$ cat src/rtl/fractal_sync_mp_rx.sv
// fractal_sync_mp_rx: multi-port sync request receiver with per-port FWFT FIFOs and a round-robin/merging output arbiter.
module fractal_sync_mp_rx #(
  parameter int N_PORTS    = 2,
  parameter int FIFO_DEPTH = 2,
  parameter int AGGR_W     = 4,
  parameter int ID_W       = 4,
  parameter int SRC_W      = 2,
  parameter int COMB_IN    = 0,
  parameter int MERGE      = 1
) (
  input  logic                        clk_i,
  input  logic                        rst_i,
  input  logic [N_PORTS-1:0]          req_sync_i,
  input  logic [N_PORTS*AGGR_W-1:0]   req_aggr_i,
  input  logic [N_PORTS*ID_W-1:0]     req_id_i,
  input  logic [N_PORTS*SRC_W-1:0]    req_src_i,
  output logic [N_PORTS-1:0]          local_o,
  output logic [N_PORTS-1:0]          root_o,
  output logic [N_PORTS-1:0]          error_overflow_o,
  input  logic                        clear_error_i,
  output logic [N_PORTS-1:0]          empty_o,
  output logic                        out_valid_o,
  input  logic                        out_ready_i,
  output logic [AGGR_W-2:0]           out_aggr_o,
  output logic [ID_W-1:0]             out_id_o,
  output logic [SRC_W+N_PORTS-1:0]    out_src_o
);
  localparam int RW = $clog2(N_PORTS);
  localparam int PW = FIFO_DEPTH > 1 ? $clog2(FIFO_DEPTH) : 1;
  localparam int CW = $clog2(FIFO_DEPTH + 1);
  localparam int SW = SRC_W + N_PORTS;
  typedef struct packed {
    logic [AGGR_W-2:0] aggr;
    logic [ID_W-1:0]   id;
    logic [SW-1:0]     src;
  } entry_t;
  typedef enum logic {FREE, LOCKED} state_t;
  logic [N_PORTS-1:0]             s_valid;
  logic [N_PORTS-1:0][AGGR_W-1:0] s_aggr;
  logic [N_PORTS-1:0][ID_W-1:0]   s_id;
  logic [N_PORTS-1:0][SRC_W-1:0]  s_src;
  generate
    if (COMB_IN != 0) begin : g_comb
      assign s_valid = req_sync_i & {N_PORTS{~rst_i}};
      assign s_aggr  = req_aggr_i;
      assign s_id    = req_id_i;
      assign s_src   = req_src_i;
    end else begin : g_reg
      logic [N_PORTS-1:0]             valid_q, valid_d;
      logic [N_PORTS-1:0][AGGR_W-1:0] aggr_q, aggr_d, aggr_in;
      logic [N_PORTS-1:0][ID_W-1:0]   id_q, id_d, id_in;
      logic [N_PORTS-1:0][SRC_W-1:0]  src_q, src_d, src_in;
      assign aggr_in = req_aggr_i;
      assign id_in   = req_id_i;
      assign src_in  = req_src_i;
      always_comb begin
        valid_d = req_sync_i;
        aggr_d  = aggr_q;
        id_d    = id_q;
        src_d   = src_q;
        for (int p = 0; p < N_PORTS; p++) begin
          aggr_d[p] = req_sync_i[p] ? aggr_in[p] : aggr_q[p];
          id_d[p]   = req_sync_i[p] ? id_in[p]   : id_q[p];
          src_d[p]  = req_sync_i[p] ? src_in[p]  : src_q[p];
        end
      end
      always_ff @(posedge clk_i or posedge rst_i) begin
        if (rst_i) begin
          valid_q <= '0;
          aggr_q  <= '0;
          id_q    <= '0;
          src_q   <= '0;
        end else begin
          valid_q <= valid_d;
          aggr_q  <= aggr_d;
          id_q    <= id_d;
          src_q   <= src_d;
        end
      end
      assign s_valid = valid_q;
      assign s_aggr  = aggr_q;
      assign s_id    = id_q;
      assign s_src   = src_q;
    end
  endgenerate
  entry_t [N_PORTS-1:0][FIFO_DEPTH-1:0] mem_q, mem_d;
  logic   [N_PORTS-1:0][PW-1:0]         wp_q, wp_d, rp_q, rp_d;
  logic   [N_PORTS-1:0][CW-1:0]         cnt_q, cnt_d;
  logic   [N_PORTS-1:0]                 err_q, err_d, push, pop, full, empty, acc;
  entry_t [N_PORTS-1:0]                 head, new_e;
  state_t             state_q, state_d;
  logic [RW-1:0]      rr_q, rr_d, grant_q, grant_d, grant_c, grant;
  logic               merge_q, merge_d, merge_c, merge, hs, found;
  logic [RW:0]        idx;
  function automatic logic [PW-1:0] inc(input logic [PW-1:0] v);
    return (v == PW'(FIFO_DEPTH - 1)) ? '0 : v + 1'b1;
  endfunction
  always_comb begin
    head  = '0;
    new_e = '0;
    for (int p = 0; p < N_PORTS; p++) begin
      empty[p]      = cnt_q[p] == '0;
      full[p]       = cnt_q[p] == CW'(FIFO_DEPTH);
      head[p]       = mem_q[p][rp_q[p]];
      local_o[p]    = s_valid[p] & s_aggr[p][0];
      root_o[p]     = s_valid[p] & (s_aggr[p] == AGGR_W'(1));
      push[p]       = s_valid[p] & ~s_aggr[p][0];
      new_e[p].aggr = s_aggr[p][AGGR_W-1:1];
      new_e[p].id   = s_id[p];
      new_e[p].src  = {s_src[p], N_PORTS'(1) << p};
    end
  end
  assign empty_o          = empty;
  assign out_valid_o      = ~&empty;
  assign error_overflow_o = err_q;
  // Circular scan from rr picks the first non-empty port.
  always_comb begin
    grant_c = rr_q;
    found   = 1'b0;
    idx     = '0;
    for (int i = 0; i < N_PORTS; i++) begin
      idx = {1'b0, rr_q} + (RW+1)'(i);
      idx = idx >= (RW+1)'(N_PORTS) ? idx - (RW+1)'(N_PORTS) : idx;
      if (!found && !empty[idx[RW-1:0]]) begin
        grant_c = idx[RW-1:0];
        found   = 1'b1;
      end
    end
    merge_c = (MERGE != 0) && !(|empty);
    for (int p = 1; p < N_PORTS; p++)
      if (head[p].aggr != head[0].aggr || head[p].id != head[0].id) merge_c = 1'b0;
    grant      = state_q == LOCKED ? grant_q : grant_c;
    merge      = state_q == LOCKED ? merge_q : merge_c;
    hs         = out_valid_o & out_ready_i;
    pop        = hs ? (merge ? '1 : N_PORTS'(1) << grant) : '0;
    out_aggr_o = head[grant].aggr;
    out_id_o   = head[grant].id;
    out_src_o  = merge ? {head[0].src[SW-1:N_PORTS], {N_PORTS{1'b1}}} : head[grant].src;
    state_d    = state_q == FREE ? (out_valid_o & ~out_ready_i ? LOCKED : FREE) : (hs ? FREE : LOCKED);
    grant_d    = state_q == FREE ? grant_c : grant_q;
    merge_d    = state_q == FREE ? merge_c : merge_q;
    rr_d       = hs && !merge ? (grant == RW'(N_PORTS - 1) ? '0 : grant + 1'b1) : rr_q;
  end
  // A pop frees the slot in the same cycle, so a push into a full FIFO still lands.
  always_comb begin
    mem_d = mem_q;
    wp_d  = wp_q;
    rp_d  = rp_q;
    cnt_d = cnt_q;
    err_d = err_q;
    acc   = '0;
    for (int p = 0; p < N_PORTS; p++) begin
      acc[p] = push[p] & (~full[p] | pop[p]);
      if (acc[p]) begin
        mem_d[p][wp_q[p]] = new_e[p];
        wp_d[p]           = inc(wp_q[p]);
      end
      rp_d[p]  = pop[p] ? inc(rp_q[p]) : rp_q[p];
      cnt_d[p] = cnt_q[p] + CW'(acc[p]) - CW'(pop[p]);
      err_d[p] = (push[p] & full[p] & ~pop[p]) ? 1'b1 : clear_error_i ? 1'b0 : err_q[p];
    end
  end
  always_ff @(posedge clk_i or posedge rst_i) begin
    if (rst_i) begin
      mem_q <= '0;
      wp_q  <= '0;
      rp_q  <= '0;
      cnt_q <= '0;
      err_q <= '0;
    end else begin
      mem_q <= mem_d;
      wp_q  <= wp_d;
      rp_q  <= rp_d;
      cnt_q <= cnt_d;
      err_q <= err_d;
    end
  end
  always_ff @(posedge clk_i or posedge rst_i) begin
    if (rst_i) begin
      state_q <= FREE;
      rr_q    <= '0;
      grant_q <= '0;
      merge_q <= 1'b0;
    end else begin
      state_q <= state_d;
      rr_q    <= rr_d;
      grant_q <= grant_d;
      merge_q <= merge_d;
    end
  end
endmodule

$ cat config.mk
export PLATFORM = sky130hd
export DESIGN_NAME = fractal_sync_mp_rx
export DESIGN_NICKNAME = d
export VERILOG_FILES = /design/src/rtl/fractal_sync_mp_rx.sv
export SDC_FILE = /design/constraint.sdc
export NUM_CORES = 1
export LEC_CHECK = 0
export BUFFER_PORTS_ARGS = -buffer_cell sky130_fd_sc_hd__buf_4
export CAP_MARGIN = 30
export CORE_MARGIN = 2
export CORE_UTILIZATION = 40
export DETAILED_ROUTE_END_ITERATION = 10
export PLACE_DENSITY_LB_ADDON = 0.2
export SYNTH_ARGS = -nofsm -noshare
export SYNTH_HDL_FRONTEND = slang
export SYNTH_SLANG_ARGS = --single-unit
$ cat constraint.sdc
create_clock -name clk_i -period 4.05 [get_ports clk_i]
set_clock_uncertainty 0.1 [all_clocks]
set_input_delay 0.405 -clock clk_i [delete_from_list [all_inputs] [get_ports clk_i]]
set_output_delay 0.405 -clock clk_i [all_outputs]
set_load 0.1 [all_outputs]
# [Word level (Yosys, flattened, before mapping)]
# Cells that the tools add are included.
[classes] add_sub_neg=12 n_reduce_logical=15 n_bitwise=23 shifts=1 eq_ne=6 order_cmp=11 n_mux=37
[op_table] op="two-way mux 11 bit" count=8
[op_table] op="bitwise mux 22 bit" count=2
[op_table] op="demux 11 bit (select 1 bit)" count=2
[op_table] op="two-way mux 1 bit" count=22
[op_table] op="bitwise AND 1 bit" count=14
[op_table] op="< comparator 1 x 2 -> 1 bit (second input constant)" count=7
[op_table] op="equality test 4 x 1 -> 1 bit (second input constant)" count=2
[op_table] op="NOT 1 bit" count=7
[op_table] op="adder 1 bit (second input constant)" count=5
[op_table] op="adder 2 x 1 -> 2 bit" count=2
[op_table] op="equality test 2 bit (second input constant)" count=2
[op_table] op="logical AND 1 bit" count=4
[op_table] op="zero test 1 bit" count=4
[op_table] op="zero test 2 bit" count=2
[op_table] op="two-way mux 2 bit" count=2
[op_table] op="two-way mux 4 bit" count=1
[op_table] op="inequality test 4 bit" count=1
[op_table] op="nonzero test 2 bit" count=2
[op_table] op="subtractor 2 x 1 -> 2 bit" count=2
[op_table] op="inequality test 3 bit" count=1
[op_table] op="adder 1 x 1 -> 2 bit (second input constant)" count=1
[op_table] op="greater-or-equal comparator 1 bit (second input constant)" count=2
[op_table] op="greater-or-equal comparator 1 x 2 -> 1 bit (second input constant)" count=1
[op_table] op="greater-or-equal comparator 2 bit (second input constant)" count=1
[op_table] op="other kinds (6)" count=8
[totals] wordCells=136 output_inout_bits=20 register_bits=80 in_bits=26

# [Depth between registers and ports, before layout]
[logic_depth] depth_word=16 depth_mapped=12 mapped_depth_nobuf=10

# [Least setup slack after synthesis]
# No wires, ideal clock.
[synth_path] path_type="register to output" start="reg cnt_q[1] (netlist bit)" end="out out_src_o[1]" arrival_ps=4566 stages_incl_launch_ff=5 required_time_ps=3545 n_path_buf=0 setup_slack_ps=-1021 cell_sequence="dfrtp_1 nor2_1 a21boi_0 o31a_1 o21ai_0"
[synth_via] elab_chain_cells=10 elab_cells_between_ends=17 classes_between="mux (12); reduce/logical (5)"
[synth_lines] item="start, declared" line_no="88" rtl="logic [N_PORTS-1:0][CW-1:0] cnt_q, cnt_d;"
[synth_lines] item="start signal, assigned" line_no="174" rtl="cnt_q <= cnt_d;"
[synth_lines] item="zero test 2 bit *" line_no="102" rtl="empty[p] = cnt_q[p] == '0;"
[synth_lines] item="named net empty_o[0]" line_no="21" rtl="output logic [N_PORTS-1:0] empty_o,"
[synth_lines] item="two-way mux 1 bit (implied by the code) (2 in series)" line_no="124" rtl="if (!found && !empty[idx[RW-1:0]]) begin"
[synth_lines] item="zero test 1 bit" line_no="124"
[synth_lines] item="logical AND 1 bit" line_no="124"
[synth_lines] item="two-way mux 1 bit" line_no="124"
[synth_lines] item="two-way mux 1 bit"
[synth_lines] item="two-way mux 11 bit (implied by the code) (2 in series)" line_no="138" rtl="out_src_o = merge ? {head[0].src[SW-1:N_PORTS], {N_PORTS{1'b1}}} : head[grant].src;"
[synth_lines] item="two-way mux 4 bit *" line_no="138"
[synth_lines] item="end, declared" line_no="26" rtl="output logic [SRC_W+N_PORTS-1:0] out_src_o"
# Mark *: on every way through the listed nets, which the timed path passes. The rest lies on a longest branch. The select of a mux whose other input is x is not followed.

# [Worst setup path in the final report]
[layout_path] start="reg rp_q[1] (netlist bit)" end="out out_src_o[2]"
[layout_via] elab_chain_cells=7 elab_cells_between_ends=10 classes_between="eq/ne (2); mux (7); reduce/logical (1)"
[layout_lines] item="start, declared" line_no="87" rtl="logic [N_PORTS-1:0][PW-1:0] wp_q, wp_d, rp_q, rp_d;"
[layout_lines] item="start signal, assigned" line_no="173" rtl="rp_q <= rp_d;"
[layout_lines] item="two-way mux 11 bit (implied by the code) * (2 in series)" line_no="104" rtl="head[p] = mem_q[p][rp_q[p]];"
[layout_lines] item="inequality test 4 bit or inequality test 3 bit (tied branches)" line_no="131" rtl="if (head[p].aggr != head[0].aggr || head[p].id != head[0].id) merge_c = 1'b0;"
[layout_lines] item="logical OR 1 bit" line_no="131"
[layout_lines] item="two-way mux 1 bit" line_no="131"
[layout_lines] item="two-way mux 1 bit"
[layout_lines] item="two-way mux 4 bit *" line_no="138"
# Every way passes the cells marked *; elsewhere a longest branch is shown, timed or not. The select of a mux whose other input is x is not followed.

==> results_dict.tcl <==
set metrics [dict create \
    outcome "completed" \
    r2r_cells 10 \
    report.final.slew_viol_count 0 \
    floorplan.die.width_microns 96.7 \
    holdCritStartpoint "clear_error_i" \
    tritoncts "built" \
    gr-total-overflow 0 \
    globalRouteTotalUtil_pct 14.3 \
    cts_root_buffer "sky130_fd_sc_hd__clkbuf_8" \
    post-cts-setup-buffer-count 0 \
    ys_dominant_reg_cell "sky130_fd_sc_hd__dfrtp_1" \
    crit_path_max_incr_delay_ps 610 \
    timing.setup.tns_ps 0 \
    drt_pass_1_iters 4 \
    postSynthRegisterBits 76 \
    r2r_setup_slack_ps 880 \
    area_added_between_synthesis_and_finish_pct 20.4 \
    clock_tree.buffer_depth 2 \
    timing.slew.headroom_pct 50.9 \
    detail_route.vias_per_cell 5.11 \
    finalSetupViolations 0 \
    die_area_sq_um 9360 \
    wire_length_of_the_first_global_routing_pass_microns 10700 \
    rsz0062_at_grt "false" \
    cells_along_the_critical_path "mux2i_1 -> xor2_1 -> or4_1 -> or4_4 -> nand3_1 -> mux2i_2 -> buf_4" \
    synth.yosys.warnings 0 \
    async_reset_ff_share_pct 100 \
    core_area_sq_um 8260 \
    detailed_place_hpwl_microns 4630 \
    synth-edff-count 0 \
    fin_nets 332 \
    mappedNetlistNets 279 \
    finalWeightedCongestion 0.845 \
    crit_path_end "out_src_o[2]" \
    synth.cell_area_sq_um 3440 \
    io_buffers 45 \
    rows 33 \
    cp.arrival_ps 3020 \
    required_time_worst_endpoint_ps 3540 \
    worstMarginPinSlew_ps 728 \
    worstSetupStartpointType "flip-flop" \
    vias 2102 \
    start_util_pct 41.7 \
    cts-buffers-inserted 9 \
    fillers 756 \
    min_period_ps 3520 \
    drive_gt1_share_pct 45.1 \
    n_antenna_cell 0 \
    worstSetupEndpointType "output pin" \
    first_global_vias 2120 \
    cp_max_fo 11 \
    cts_max_level 3 \
    cap_violations 0 \
    drt-initial-drc-count 83 \
    synth-seq-area-share_pct 55.3 \
    max_clock_freq_ghz 0.284 \
    maximum_number_of_pins_on_one_net_before_global_route_repair 56 \
    postRouteAntennaNets 0 \
    finalWirelength_microns 6390 \
    critical_path.top_delay_family "simple AND/OR/NAND/NOR gates" \
    clk_latency_ps 340 \
    multiInputGateArea_sq_um 1500 \
    cp_num_cells 7 \
    hold_class "in -> reg" \
    hold_viol 0 \
    cts_sinks 76 \
    seqCellArea_sq_um 1900 \
    clock_slew_seen_by_the_registers_of_the_worst_setup_and_hold_paths_ps 80 \
    critPathBufInv 1 \
    layout_worst_path_cycle_share_pct 86.9 \
    path_class "reg -> out" \
    synthCells 249 \
    post_cts.resized_instances 0 \
    routed_length_per_instance_microns 15.5 \
    pin_count 46 \
    chipHeight_microns 96.7 \
    end_of_the_worst_register_to_register_path "cnt_q[1]" \
    start_point_of_the_critical_path "rp_q[1]" \
    route.detailed.drc 0 \
    reg2reg_from "rp_q[1]" \
    synth_cell_types 36 \
    antenna_found_initial 0 \
    critPathSlowestCell "sky130_fd_sc_hd__or4_4" \
    syn_avg_cell_area_sq_um 13.8 \
]
-- cells in the mapped netlist (all sizes together) (3+ instances only) --
cell     n  area share (%)
clkbuf   3            0.33
nand2    6            0.65
or2      3            0.55
and2     3            0.55
o21ai    3            0.44
buf      4            0.65
mux2i   29             8.4
xnor2   10             2.5
nor2     7            0.76
dfrtp   76              55
inv      9            0.98
xor2     5             1.3
mux2    57              19
ha       4             1.5
nand2b   4            0.73
-- placed cells by master, fill, tap and decap left out, types with 3 or more instances in the layout --
cell	Yosys	final
sky130_fd_sc_hd__clkbuf_8	0	12
sky130_fd_sc_hd__xnor2_1	10	10
sky130_fd_sc_hd__nand2_1	6	6
sky130_fd_sc_hd__mux2_2	57	57
sky130_fd_sc_hd__buf_4	1	48
sky130_fd_sc_hd__xor2_1	5	5
sky130_fd_sc_hd__nor2_1	7	5
sky130_fd_sc_hd__nand2b_1	4	4
sky130_fd_sc_hd__or2_2	3	3
sky130_fd_sc_hd__ha_1	4	4
sky130_fd_sc_hd__and2_1	3	3
sky130_fd_sc_hd__inv_1	8	7
sky130_fd_sc_hd__mux2i_1	29	27
sky130_fd_sc_hd__dfrtp_1	76	76
-- worst register-to-register path, stage by stage (launching register included) --
cell and delay [ps]:
sky130_fd_sc_hd__dfrtp_1 360, sky130_fd_sc_hd__mux2i_1 280, sky130_fd_sc_hd__xor2_1 100, sky130_fd_sc_hd__or4_1 510
sky130_fd_sc_hd__or4_4 610, sky130_fd_sc_hd__a31oi_1 370, sky130_fd_sc_hd__ha_1 310, sky130_fd_sc_hd__inv_1 50
sky130_fd_sc_hd__ha_1 150, sky130_fd_sc_hd__xnor2_1 130, sky130_fd_sc_hd__xnor2_1 130
-- final cells by class --
type | instances | share of cell area (%)
clock inverters | 3 | 1.09
repair buffers | 49 | 8.94
flip-flops and latches | 76 | 45.9
multi-input cells | 157 | 36.1
well taps | 105 | 3.17
clock buffers | 12 | 3.99
inverters | 9 | 0.815
-- registers in the layout, summed over array words and instances (netlist names), named ones only --
| register | flops |
|---|---|
| rp_q | 2 |
| rr_q | 1 |
| grant_q | 1 |
| mem_q | 40 |
| g_reg.valid_q | 2 |
| wp_q | 2 |
| cnt_q | 4 |
| g_reg.id_q | 8 |
| merge_q | 1 |
| error_overflow_o | 2 |
| g_reg.aggr_q | 8 |
| g_reg.src_q | 4 |
-- worst min-delay path by stage --
stage | cells after the start | slack (ps) | to
6_report | 2 | 170 | error_overflow_o[0]
5_1_grt | 2 | 150 | error_overflow_o[1]
4_1_cts | 2 | 150 | error_overflow_o[0]
3_5_place_dp | 2 | 350 | g_reg.src_q[3]
3_3_place_gp | 2 | 350 | g_reg.src_q[3]
2_1_floorplan | 1 | 330 | mem_q[11]
-- kinds of logic after synthesis --
logic type / Yosys count / share of synthesized area (%)
AND/OR/NAND/NOR: 34 / 5.60
buffers and inverters: 16 / 1.96
adder cells (fa/ha/maj): 4 / 1.45
multiplexers: 86 / 27.1
flip-flops: 76 / 55.3
AO/OA/AOI/OAI: 18 / 4.80
XOR/XNOR: 15 / 3.82
-- repair_timing --
action,CTS,global route
setup endpoints to repair,0,0
hold buffers,1,0
endpoints found under the hold margin,21,0
-- through the flow --
step	hold slack (ps)	area (sq um)	util, %	std cells	worst slack [ps]
after detailed placement	352	3920	47.5	395	870
final	166	4140	50.2	411	529
after global routing	150	4140	50.2	411	400
after global placement	346	3920	47.5	395	902
after CTS	153	4140	50.2	411	511
after floorplan	334	3470	-	249	-87.0
-- metal layers --
metal / track usage, % / wire (microns) / up-vias
met5: 0 / 0 / -
met2: 22.2 / 3080 / 51
met3: 4.84 / 320 / 6
met1: 19.5 / 2950 / 1060
li1: - / - / 985
met4: 3.58 / 42 / 0
Power is left out: the tool's default activity adds up to more than one toggle a clock period on the data nets, which glitch-free logic cannot reach.
